**src/rtl/key_input_ctrl.sv**
```systemverilog
//------------------------------------------------------------------------------
// Module      : key_input_ctrl
// Description : USB keycode to frame-paced frog move pulses, frog select,
//               LED direction and saturating move counter.
//               Optional macro KEY_AUTOREPEAT_EN enables held-key auto-repeat.
// Revision    : 1.0 - initial release
//------------------------------------------------------------------------------
`default_nettype none

module key_input_ctrl #(
  parameter int REPEAT_DELAY = 20,
  parameter int REPEAT_RATE  = 6
) (
  input  logic        Clk,
  input  logic        Reset,
  input  logic [15:0] keycode,
  input  logic        frame_clk,
  output logic        up,
  output logic        down,
  output logic        left,
  output logic        right,
  output logic [1:0]  frog_sel,
  output logic [3:0]  last_dir,
  output logic [7:0]  move_count
);

  typedef enum logic [1:0] {
    S_IDLE   = 2'd0,
    S_HOLD   = 2'd1,
    S_REPEAT = 2'd2
  } state_t;

  localparam logic [1:0] c_dir_left  = 2'd0;
  localparam logic [1:0] c_dir_right = 2'd1;
  localparam logic [1:0] c_dir_up    = 2'd2;
  localparam logic [1:0] c_dir_down  = 2'd3;

`ifdef KEY_AUTOREPEAT_EN
  localparam logic [5:0] c_delay_last = 6'(REPEAT_DELAY - 1);
  localparam logic [5:0] c_rate_last  = 6'(REPEAT_RATE - 1);
  logic [5:0] r_cnt;
`endif

  state_t     r_state;
  logic [1:0] r_held_dir;
  logic       r_frame_clk_q;
  logic [3:0] r_move;      // {left, up, down, right}
  logic [1:0] r_frog_sel;
  logic [3:0] r_last_dir;
  logic [7:0] r_move_count;

  logic       w_frame_edge;
  logic       w_is_dir;
  logic [1:0] w_dir;

  assign w_frame_edge = frame_clk & ~r_frame_clk_q;

  always_comb begin
    w_is_dir = 1'b1;
    w_dir    = c_dir_left;
    case (keycode)
      16'h0050: w_dir = c_dir_left;
      16'h004F: w_dir = c_dir_right;
      16'h0052: w_dir = c_dir_up;
      16'h0051: w_dir = c_dir_down;
      default:  w_is_dir = 1'b0;
    endcase
  end

  function automatic logic [3:0] dir_onehot(input logic [1:0] dir);
    case (dir)
      c_dir_left:  dir_onehot = 4'b1000;
      c_dir_up:    dir_onehot = 4'b0100;
      c_dir_down:  dir_onehot = 4'b0010;
      default:     dir_onehot = 4'b0001;
    endcase
  endfunction

  function automatic logic [7:0] sat_inc(input logic [7:0] val);
    sat_inc = (val == 8'hFF) ? val : val + 8'd1;
  endfunction

  always_ff @(posedge Clk) begin
    if (Reset) begin
      r_state       <= S_IDLE;
      r_held_dir    <= 2'd0;
      r_frame_clk_q <= 1'b1;  // high frame_clk at release must not look like an edge
      r_move        <= 4'b0000;
      r_frog_sel    <= 2'd0;
      r_last_dir    <= 4'b0000;
      r_move_count  <= 8'd0;
`ifdef KEY_AUTOREPEAT_EN
      r_cnt         <= 6'd0;
`endif
    end else begin
      r_frame_clk_q <= frame_clk;

      case (keycode)
        16'h0059: r_frog_sel <= 2'd1;
        16'h005A: r_frog_sel <= 2'd2;
        16'h005B: r_frog_sel <= 2'd3;
        default:  r_frog_sel <= r_frog_sel;
      endcase

      if (w_is_dir) r_last_dir <= dir_onehot(w_dir);

      if (w_frame_edge) begin
        r_move <= 4'b0000;
        if (!w_is_dir) begin
          r_state <= S_IDLE;
`ifdef KEY_AUTOREPEAT_EN
          r_cnt   <= 6'd0;
`endif
        end else if (r_state == S_IDLE || w_dir != r_held_dir) begin
          // fresh press or direction change: move now and restart the hold timer
          r_move       <= dir_onehot(w_dir);
          r_held_dir   <= w_dir;
          r_state      <= S_HOLD;
          r_move_count <= sat_inc(r_move_count);
`ifdef KEY_AUTOREPEAT_EN
          r_cnt        <= 6'd0;
`endif
        end else begin
`ifdef KEY_AUTOREPEAT_EN
          if (r_state == S_HOLD) begin
            if (r_cnt == c_delay_last) begin
              r_move       <= dir_onehot(w_dir);
              r_move_count <= sat_inc(r_move_count);
              r_cnt        <= 6'd0;
              r_state      <= S_REPEAT;
            end else begin
              r_cnt <= r_cnt + 6'd1;
            end
          end else begin
            if (r_cnt == c_rate_last) begin
              r_move       <= dir_onehot(w_dir);
              r_move_count <= sat_inc(r_move_count);
              r_cnt        <= 6'd0;
            end else begin
              r_cnt <= r_cnt + 6'd1;
            end
          end
`endif
        end
      end
    end
  end

  assign left       = r_move[3];
  assign up         = r_move[2];
  assign down       = r_move[1];
  assign right      = r_move[0];
  assign frog_sel   = r_frog_sel;
  assign last_dir   = r_last_dir;
  assign move_count = r_move_count;

endmodule

`default_nettype wire

```
**config.mk**
```make
export PLATFORM = sky130hd
export DESIGN_NAME = key_input_ctrl
export DESIGN_NICKNAME = d
export VERILOG_FILES = /design/src/rtl/key_input_ctrl.sv
export SDC_FILE = /design/constraint.sdc
export NUM_CORES = 1
export LEC_CHECK = 0
export ABC_AREA = 1
export BUFFER_PORTS_ARGS = -buffer_cell sky130_fd_sc_hd__buf_2
export CAP_MARGIN = 0
export CORE_ASPECT_RATIO = 0.6
export CORE_MARGIN = 5
export CORE_UTILIZATION = 45
export DETAILED_ROUTE_END_ITERATION = 10
export PLACE_DENSITY_LB_ADDON = 0.12
export SLEW_MARGIN = 40
export SYNTH_ARGS = -nofsm -noshare
export SYNTH_HDL_FRONTEND = slang
export SYNTH_SLANG_ARGS = --single-unit
```
**constraint.sdc**
```tcl
create_clock -name Clk -period 1.65 [get_ports Clk]
set_input_delay 0.2475 -clock Clk [delete_from_list [all_inputs] [get_ports Clk]]
set_output_delay 0.2475 -clock Clk [all_outputs]
set_load 0.05 [all_outputs]
```
==> metrics.md, run 1 <==
| Metric | Value |
|---|---|
| Sw Ratio | `21.6%` |
| Data required time of the worst path | `1.85 ns` |
| P_int | `0.772 mW` |
| Startpoint Class | `flip-flop` |
| Number of clock buffers inserted by TritonCTS | `3` |
| CTS Root Cell | `sky130_fd_sc_hd__clkbuf_8` |
| Number of standard cells in the final layout excluding fillers | `248` |
| Classification of the worst setup path | `reg2reg` |
| Post-Synthesis Mean Instance Area | `7.18 um2` |
| Synth Cell Area | `1190 um2` |
| Most instantiated library cell after synthesis | `sky130_fd_sc_hd__nand2_1` |
| H-tree depth | `1` |
| First-iteration detailed-routing DRC count | `111` |
| Layout Cell Area excl Fill | `1570 um2` |
| Share of synthesized area spent on multiplexers | `0%` |
| Clock insertion delay at the later pin of the skew report | `0.26 ns` |
| Nets | `237` |
| Routed length per instance | `12.5 um` |
| Most used standard cells in the synthesized netlist | `40 x sky130_fd_sc_hd__nand2_1, 22 x sky130_fd_sc_hd__dfxtp_1, 20 x sky130_fd_sc_hd__a21oi_1` |
| Total routing resource utilization after global routing | `16.8%` |
| Top-Level Pins | `37` |
| Ratio of cells with drive above 1 in the final layout | `33.3%` |
| Post-route fraction of the period consumed by the critical path | `88.5%` |
| Post-CTS Repair Setup Buffers | `0` |
| PwrDens | `628 nW/um2` |
| Antenna cells | `0` |
| EDFF count, synth | `0` |
| Post-detailed-placement half-perimeter wirelength | `2470 um` |
| Post-Syn Nets | `186` |
| Die Span Y | `49.9 um` |
| Combinational family with the most area after synthesis | `simple AND/OR/NAND/NOR gates` |
| Switching power total | `0.213 mW` |
| Total vias in the final route | `1269` |
| Placed cell count | `244` |
| Transition time of the tightest slew-check pin | `0.291 ns` |
| Combinational power share | `7.1%` |
| Via count of the first global-routing pass | `1138` |
| Clock-pin slew on the worst setup and hold paths | `0.08 ns` |
| Data arrival, critical path | `1.66 ns` |
| Worst hold stages | `3` |
| Total number of clock tree sinks | `22` |
| Post-detailed-route count of antenna-violating nets | `0` |
| Beginning of the critical path | `move_count[0]` |
| Reg-to-reg slack, setup | `0.19 ns` |
| Worst hold margin | `0.177 ns` |
| Headroom to the max-slew limit | `80.6%` |
| Initial DRT Pass Iterations | `4` |
| Global routing usage on met3 | `4.91%` |
| Distinct cell type count of the synthesized netlist | `23` |
| Source of the worst hold timing path | `frame_clk` |
| First-pass GRT wire length | `5260 um` |
| Total wire length after detailed routing | `3090 um` |
| Reg2Reg Capture Point | `move_count[5]` |
| Synthesized-area fraction occupied by ao, oa, aoi and oai cells | `9.86%` |
| Global Route met1 Usage | `24.4%` |
| Gp weighted congestion | `0.798` |
| Die Wd | `76.5 um` |
| Clock Skew | `0.00407 ns` |
| Worst IR drop on VDD | `0.424 mV` |
| Sequential fraction of the synthesis area | `36.9%` |
| Met2 usage | `24.6%` |
| Leakage component of the power | `0.750 nW` |
| Endpoint type of the worst setup path | `flip-flop` |
| Largest net degree at the start of global routing | `13` |
| Die area | `3810 um2` |
| Placed cell area | `1490 um2` |
| Number of synthesized register bits | `22` |
| Most used routing layer | `met2` |
| Portion of synthesized cell area occupied by the leading cell type | `36.9%` |
| Share of power burned in registers | `54.0%` |
| Final period demand of the worst path | `1.46 ns` |
| Clock network fraction of total power | `38.9%` |
| Synth-to-Final Area Change | `31.5%` |
| Commonest register cell after synthesis | `sky130_fd_sc_hd__dfxtp_1` |
| Max Fanout on Critical Path | `9` |
| Instance count of the mapped netlist | `166` |
| Initial core utilization | `47.3%` |
| Final-report max-slew violation count | `0` |
| Std-Cell Core Area | `2520 um2` |
| Number of antenna violations at the first check in global routing | `0` |
| Status | `complete, no violations` |
| Dominant cells by area after synthesis | `sky130_fd_sc_hd__dfxtp_1 37%, sky130_fd_sc_hd__nand2_1 13%, sky130_fd_sc_hd__a21oi_1 8.4%, sky130_fd_sc_hd__nand3_1 5.9%, sky130_fd_sc_hd__nand4_1 5.8%` |
| Number of buffers added on ports | `36` |
| Achievable clock frequency | `0.685 GHz` |
| Number of DRC violations after detailed routing | `0` |
| Number of placement rows | `14` |
| Max-cap viol count | `0` |
| Endpoint of the worst hold-timing path | `r_frame_clk_q` |
| Clock tree from TritonCTS | `built` |
| Share of flip-flops with an asynchronous set or reset | `0%` |
| Post-Synth XOR/XNOR Area | `4.41%` |
| Smallest setup slack after layout | `0.190 ns` |
| Share of the core filled with cells in the final layout | `62.2%` |
| Total global routing overflow | `0` |
| Register-to-Register Path Depth | `7` |
| Vias per Instance | `5.12` |
| Hold Vio Cnt, Final | `0` |
| Synth Area in Adders | `1.05%` |
| Class of the tightest hold or removal check | `in2reg` |
| Post-placement worst setup slack | `0.000414 ns` |
| Leading area contributor after synthesis | `sky130_fd_sc_hd__dfxtp_1` |
| Reg-to-reg critical path startpoint | `move_count[0]` |
| Final count of negative-setup-slack endpoints | `0` |
| Deepest clock path buffer count | `2` |
| Simple-gate portion of the synthesized area | `39.9%` |
| Count of yosys warnings during synthesis | `0` |
## metal layers
metal	vias up	wire, um
li1	654	-
met1	578	1550
met2	35	1330
met3	2	200
met4	0	12
met5	-	0
## critical path: stages (launching register included)
cell and delay, ns:
sky130_fd_sc_hd__dfxtp_2 0.36, sky130_fd_sc_hd__ha_1 0.23, sky130_fd_sc_hd__nand3_1 0.14, sky130_fd_sc_hd__nor2_4 0.16, sky130_fd_sc_hd__nand3_4 0.14, sky130_fd_sc_hd__nand3_4 0.17, sky130_fd_sc_hd__nand2_1 0.08, sky130_fd_sc_hd__a21oi_1 0.12
## cell families (layout without fill, tap and decap cells)
family          Yosys count  count (layout)
fa+ha+maj                 1               1
xor+xnor                  6               6
buf+inv                  21              71
compound gates           23              23
simple gates             93              93
flops                    22              22
## how the worst max path moves through the flow
| stage | to | slack (ns) | cells after the start |
|---|---|---|---|
| 6_report | move_count[5] | 0.19 | 7 |
| 5_1_grt | move_count[5] | -0.004 | 7 |
| 4_1_cts | move_count[5] | 0.06 | 7 |
| 3_5_place_dp | move_count[5] | 0.0004 | 11 |
| 3_3_place_gp | move_count[1] | 0.06 | 12 |
| 2_1_floorplan | move_count[6] | 0.03 | 7 |
## cell type report
class	count	area, um2
repair buffers	50	285
clock buffers	4	55.1
well taps	32	40.0
fillers	257	955
flip-flops and latches	22	443
inverters	17	63.8
multi-input cells	123	681
## what timing repair did
action	CTS	global route
endpoints found under the setup margin	0	8
hold buffers	0	0
resized for setup	0	4
endpoints found under the hold margin	0	0
## flip-flops by register name, indices dropped and copies added (netlist names)
| name | flops |
|---|---|
| move_count | 8 |
| last_dir | 4 |
| r_move | 4 |
| frog_sel | 2 |
| r_held_dir | 2 |
| r_frame_clk_q | 1 |
| r_state | 1 |
## power groups by stage
| stage | clock network, mW | logic [mW] | registers, mW |
|---|---|---|---|
| after floorplan | 0 | 0.0338 | 0.544 |
| final | 0.383 | 0.0701 | 0.532 |
| after detailed placement | 0 | 0.0694 | 0.545 |
| after global placement | 0 | 0.0677 | 0.544 |
| after global routing | 0.418 | 0.0796 | 0.532 |
| after CTS | 0.390 | 0.0699 | 0.532 |
## stage by stage
stage           TNS, ns  power [mW]
2_1_floorplan         0       0.578
3_3_place_gp          0       0.612
3_5_place_dp          0       0.614
4_1_cts               0       0.992
5_1_grt        -0.00409        1.03
6_report              0       0.985
## placed cells by master, fill, tap and decap left out, drive strengths merged
cell type,netlist,layout
xor2,3,3
nand2,45,45
xnor2,3,3
inv,17,17
nor4,1,1
clkbuf,2,4
dfxtp,22,22
nor3,1,1
nor2,16,16
buf,2,50
nand3b,3,3
a211oi,1,1
ha,1,1
a21oi,20,20
o21ai,2,2
nand3,16,16
nand4,11,11
Note: power is estimated with default switching activity, not from simulation.
==> run 2: changes to the inputs <==
--- a/config.mk
+++ b/config.mk
@@ -13,6 +13,7 @@
 export CORE_UTILIZATION = 45
 export DETAILED_ROUTE_END_ITERATION = 10
 export PLACE_DENSITY_LB_ADDON = 0.12
+export RECOVER_POWER = 50
 export SLEW_MARGIN = 40
 export SYNTH_ARGS = -nofsm -noshare
 export SYNTH_HDL_FRONTEND = slang
==> constraint.sdc (replaced) <==
create_clock -name Clk -period 1.65 [get_ports Clk]
set_input_delay 0.0825 -clock Clk [delete_from_list [all_inputs] [get_ports Clk]]
set_output_delay 0.0825 -clock Clk [all_outputs]
set_load 0.05 [all_outputs]
==> run 2 against run 1 <==
Compared with the run above: combinational power decreased by 5.1%; non-clock buffer count decreased by 6; highest routed layer unchanged; first-iteration DRC count decreased by 32%; critical endpoint is now move_count[6]; die area unchanged.
==> metrics.md, run 2 (synthesis gave the netlist of run 1 again) <==
| Metric | Value |
|---|---|
| Total global routing overflow | `0` |
| Source of the worst hold timing path | `frame_clk` |
| Gp weighted congestion | `0.804` |
| Post-route fraction of the period consumed by the critical path | `88.8%` |
| Clock tree from TritonCTS | `built` |
| Headroom to the max-slew limit | `58.3%` |
| Initial DRT Pass Iterations | `5` |
| List of cells traversed by the critical path | `ha_1 -> nand3_1 -> nor2_1 -> nand3_2 -> nand3_2 -> nand2_1 -> a21oi_1` |
| Top-Level Pins | `37` |
| Deepest clock path buffer count | `2` |
| Worst hold stages | `3` |
| Share of the core filled with cells in the final layout | `58.5%` |
| First-iteration detailed-routing DRC count | `76` |
| Endpoint of the worst hold-timing path | `r_frame_clk_q` |
| Total routing resource utilization after global routing | `15.7%` |
| Initial core utilization | `47.3%` |
| Reg2Reg Capture Point | `move_count[6]` |
| Transition time of the tightest slew-check pin | `0.628 ns` |
| Flip-flop count of the largest register, all copies and words added | `8` |
| Worst IR drop on VDD | `0.424 mV` |
| Register-to-Register Path Depth | `7` |
| Final-report max-slew violation count | `0` |
| Total wire length after detailed routing | `2920 um` |
| Setup repair after global routing missed its margin | `no` |
| Post-detailed-route count of antenna-violating nets | `0` |
| Classification of the worst setup path | `reg2reg` |
| Reg-to-reg slack, setup | `0.18 ns` |
| Number of antenna violations at the first check in global routing | `0` |
| Final period demand of the worst path | `1.47 ns` |
| Data arrival, critical path | `1.66 ns` |
| Data required time of the worst path | `1.84 ns` |
| Leading cell types in the layout, fill and taps excluded | `42 x sky130_fd_sc_hd__nand2_1, 23 x sky130_fd_sc_hd__buf_2, 20 x sky130_fd_sc_hd__a21oi_1, 20 x sky130_fd_sc_hd__dfxtp_1, 16 x sky130_fd_sc_hd__inv_1` |
| Number of DRC violations after detailed routing | `0` |
| Endpoint type of the worst setup path | `flip-flop` |
| Clock-pin slew on the worst setup and hold paths | `0.08 ns` |
| Synth-to-Final Area Change | `23.8%` |
| Ratio of cells with drive above 1 in the final layout | `23.3%` |
| Crit path largest cell delay | `0.37 ns` |
| Max-cap viol count | `0` |
| Clock insertion delay at the later pin of the skew report | `0.26 ns` |
| Nets | `231` |
| Number of buffers added on ports | `36` |
| Vias per Instance | `5.07` |
| Max Fanout on Critical Path | `8` |
| Final count of negative-setup-slack endpoints | `0` |
| Routed length per instance | `12.1 um` |
| Startpoint Class | `flip-flop` |
| Leakage component of the power | `0.664 nW` |
| Status | `complete, no violations` |
| Number of clock buffers inserted by TritonCTS | `3` |
| Post-detailed-placement half-perimeter wirelength | `2340 um` |
| Reg-to-reg critical path startpoint | `move_count[0]` |
| Die Span Y | `49.9 um` |
| Most common cell after layout, fill and taps aside | `sky130_fd_sc_hd__nand2_1` |
| Total negative slack | `0 ns` |
| Die area | `3810 um2` |
| PostCTS Resize Cnt | `0` |
| Achievable clock frequency | `0.682 GHz` |
| Hold Vio Cnt, Final | `0` |
| Std-Cell Core Area | `2520 um2` |
| Via count of the first global-routing pass | `1062` |
| CTS Root Cell | `sky130_fd_sc_hd__clkbuf_8` |
| Number of placement rows | `14` |
| CTS hold repair buffers | `0` |
| Cell repeated most along the worst path | `sky130_fd_sc_hd__nand3_2` |
| Antenna cells | `0` |
| Post-placement worst setup slack | `0.0931 ns` |
| H-tree depth | `1` |
| Largest net degree at the start of global routing | `13` |
| First-pass GRT wire length | `4840 um` |
| Clock Skew | `0.00327 ns` |
| Die Wd | `76.5 um` |
| Worst-path cell with the longest stage delay | `sky130_fd_sc_hd__dfxtp_2` |
| Total vias in the final route | `1228` |
| Smallest setup slack after layout | `0.184 ns` |
| Total number of clock tree sinks | `22` |
| Class of the tightest hold or removal check | `in2reg` |
| PwrDens | `660 nW/um2` |
==> run 2: worst max path at each step <==
stage	start	endpoint	slack, ns	depth (start not counted)
after global routing	move_count[0]	move_count[1]	0.02	7
after floorplan	move_count[0]	move_count[6]	0.03	7
after global placement	keycode[15]	move_count[1]	0.13	11
final	move_count[0]	move_count[6]	0.18	7
after CTS	move_count[0]	move_count[6]	0.12	7
after detailed placement	keycode[15]	move_count[6]	0.09	11
==> run 2: through the flow <==
step           area, um2  total power, mW  hold slack (ns)  std cells
2_1_floorplan       1190            0.578            0.179        166
3_3_place_gp        1430            0.610            0.274        236
3_5_place_dp        1430            0.612            0.282        236
4_1_cts             1490            0.986           0.0105        240
5_1_grt             1480             1.02           0.0253        242
6_report            1480            0.974           0.0115        242
==> run 2: what timing repair did <==
| item | in CTS | in global routing |
|---|---|---|
| setup buffers | 0 | 2 |
| endpoints found under the setup margin | 0 | 7 |
| endpoints found under the hold margin | 0 | 0 |
==> run 2: layer usage <==
layer	part of all wire, %	global-route usage (%)	vias to the layer above
met3	7.5	4.73	2
met4	0.58	4.36	0
met5	0	0	-
li1	-	-	643
met2	42	22.0	36
met1	50	23.0	547
==> run 2: layout make-up <==
cell class,instances,area [um2]
inverters,17,63.8
repair buffers,44,224
flip-flops and latches,22,443
fillers,251,1050
clock buffers,4,55.1
well taps,32,40.0
multi-input cells,123,651
==> run 2: power breakdown <==
group          internal (mW)  leakage (nW)  total (mW)  switching, mW
logic                 0.0264         0.457      0.0665         0.0401
registers              0.532         0.178       0.532       0.000357
clock network          0.212        0.0288       0.376          0.163
total                  0.770         0.664       0.974          0.204
==> run 2: worst max-delay path: cells and delay by family, from the launching register on <==
family	cells	cell delay, ns
adder cells (fa/ha/maj)	1	0.18
AO/OA/AOI/OAI	1	0.12
flip-flops	1	0.37
AND/OR/NAND/NOR	5	0.72
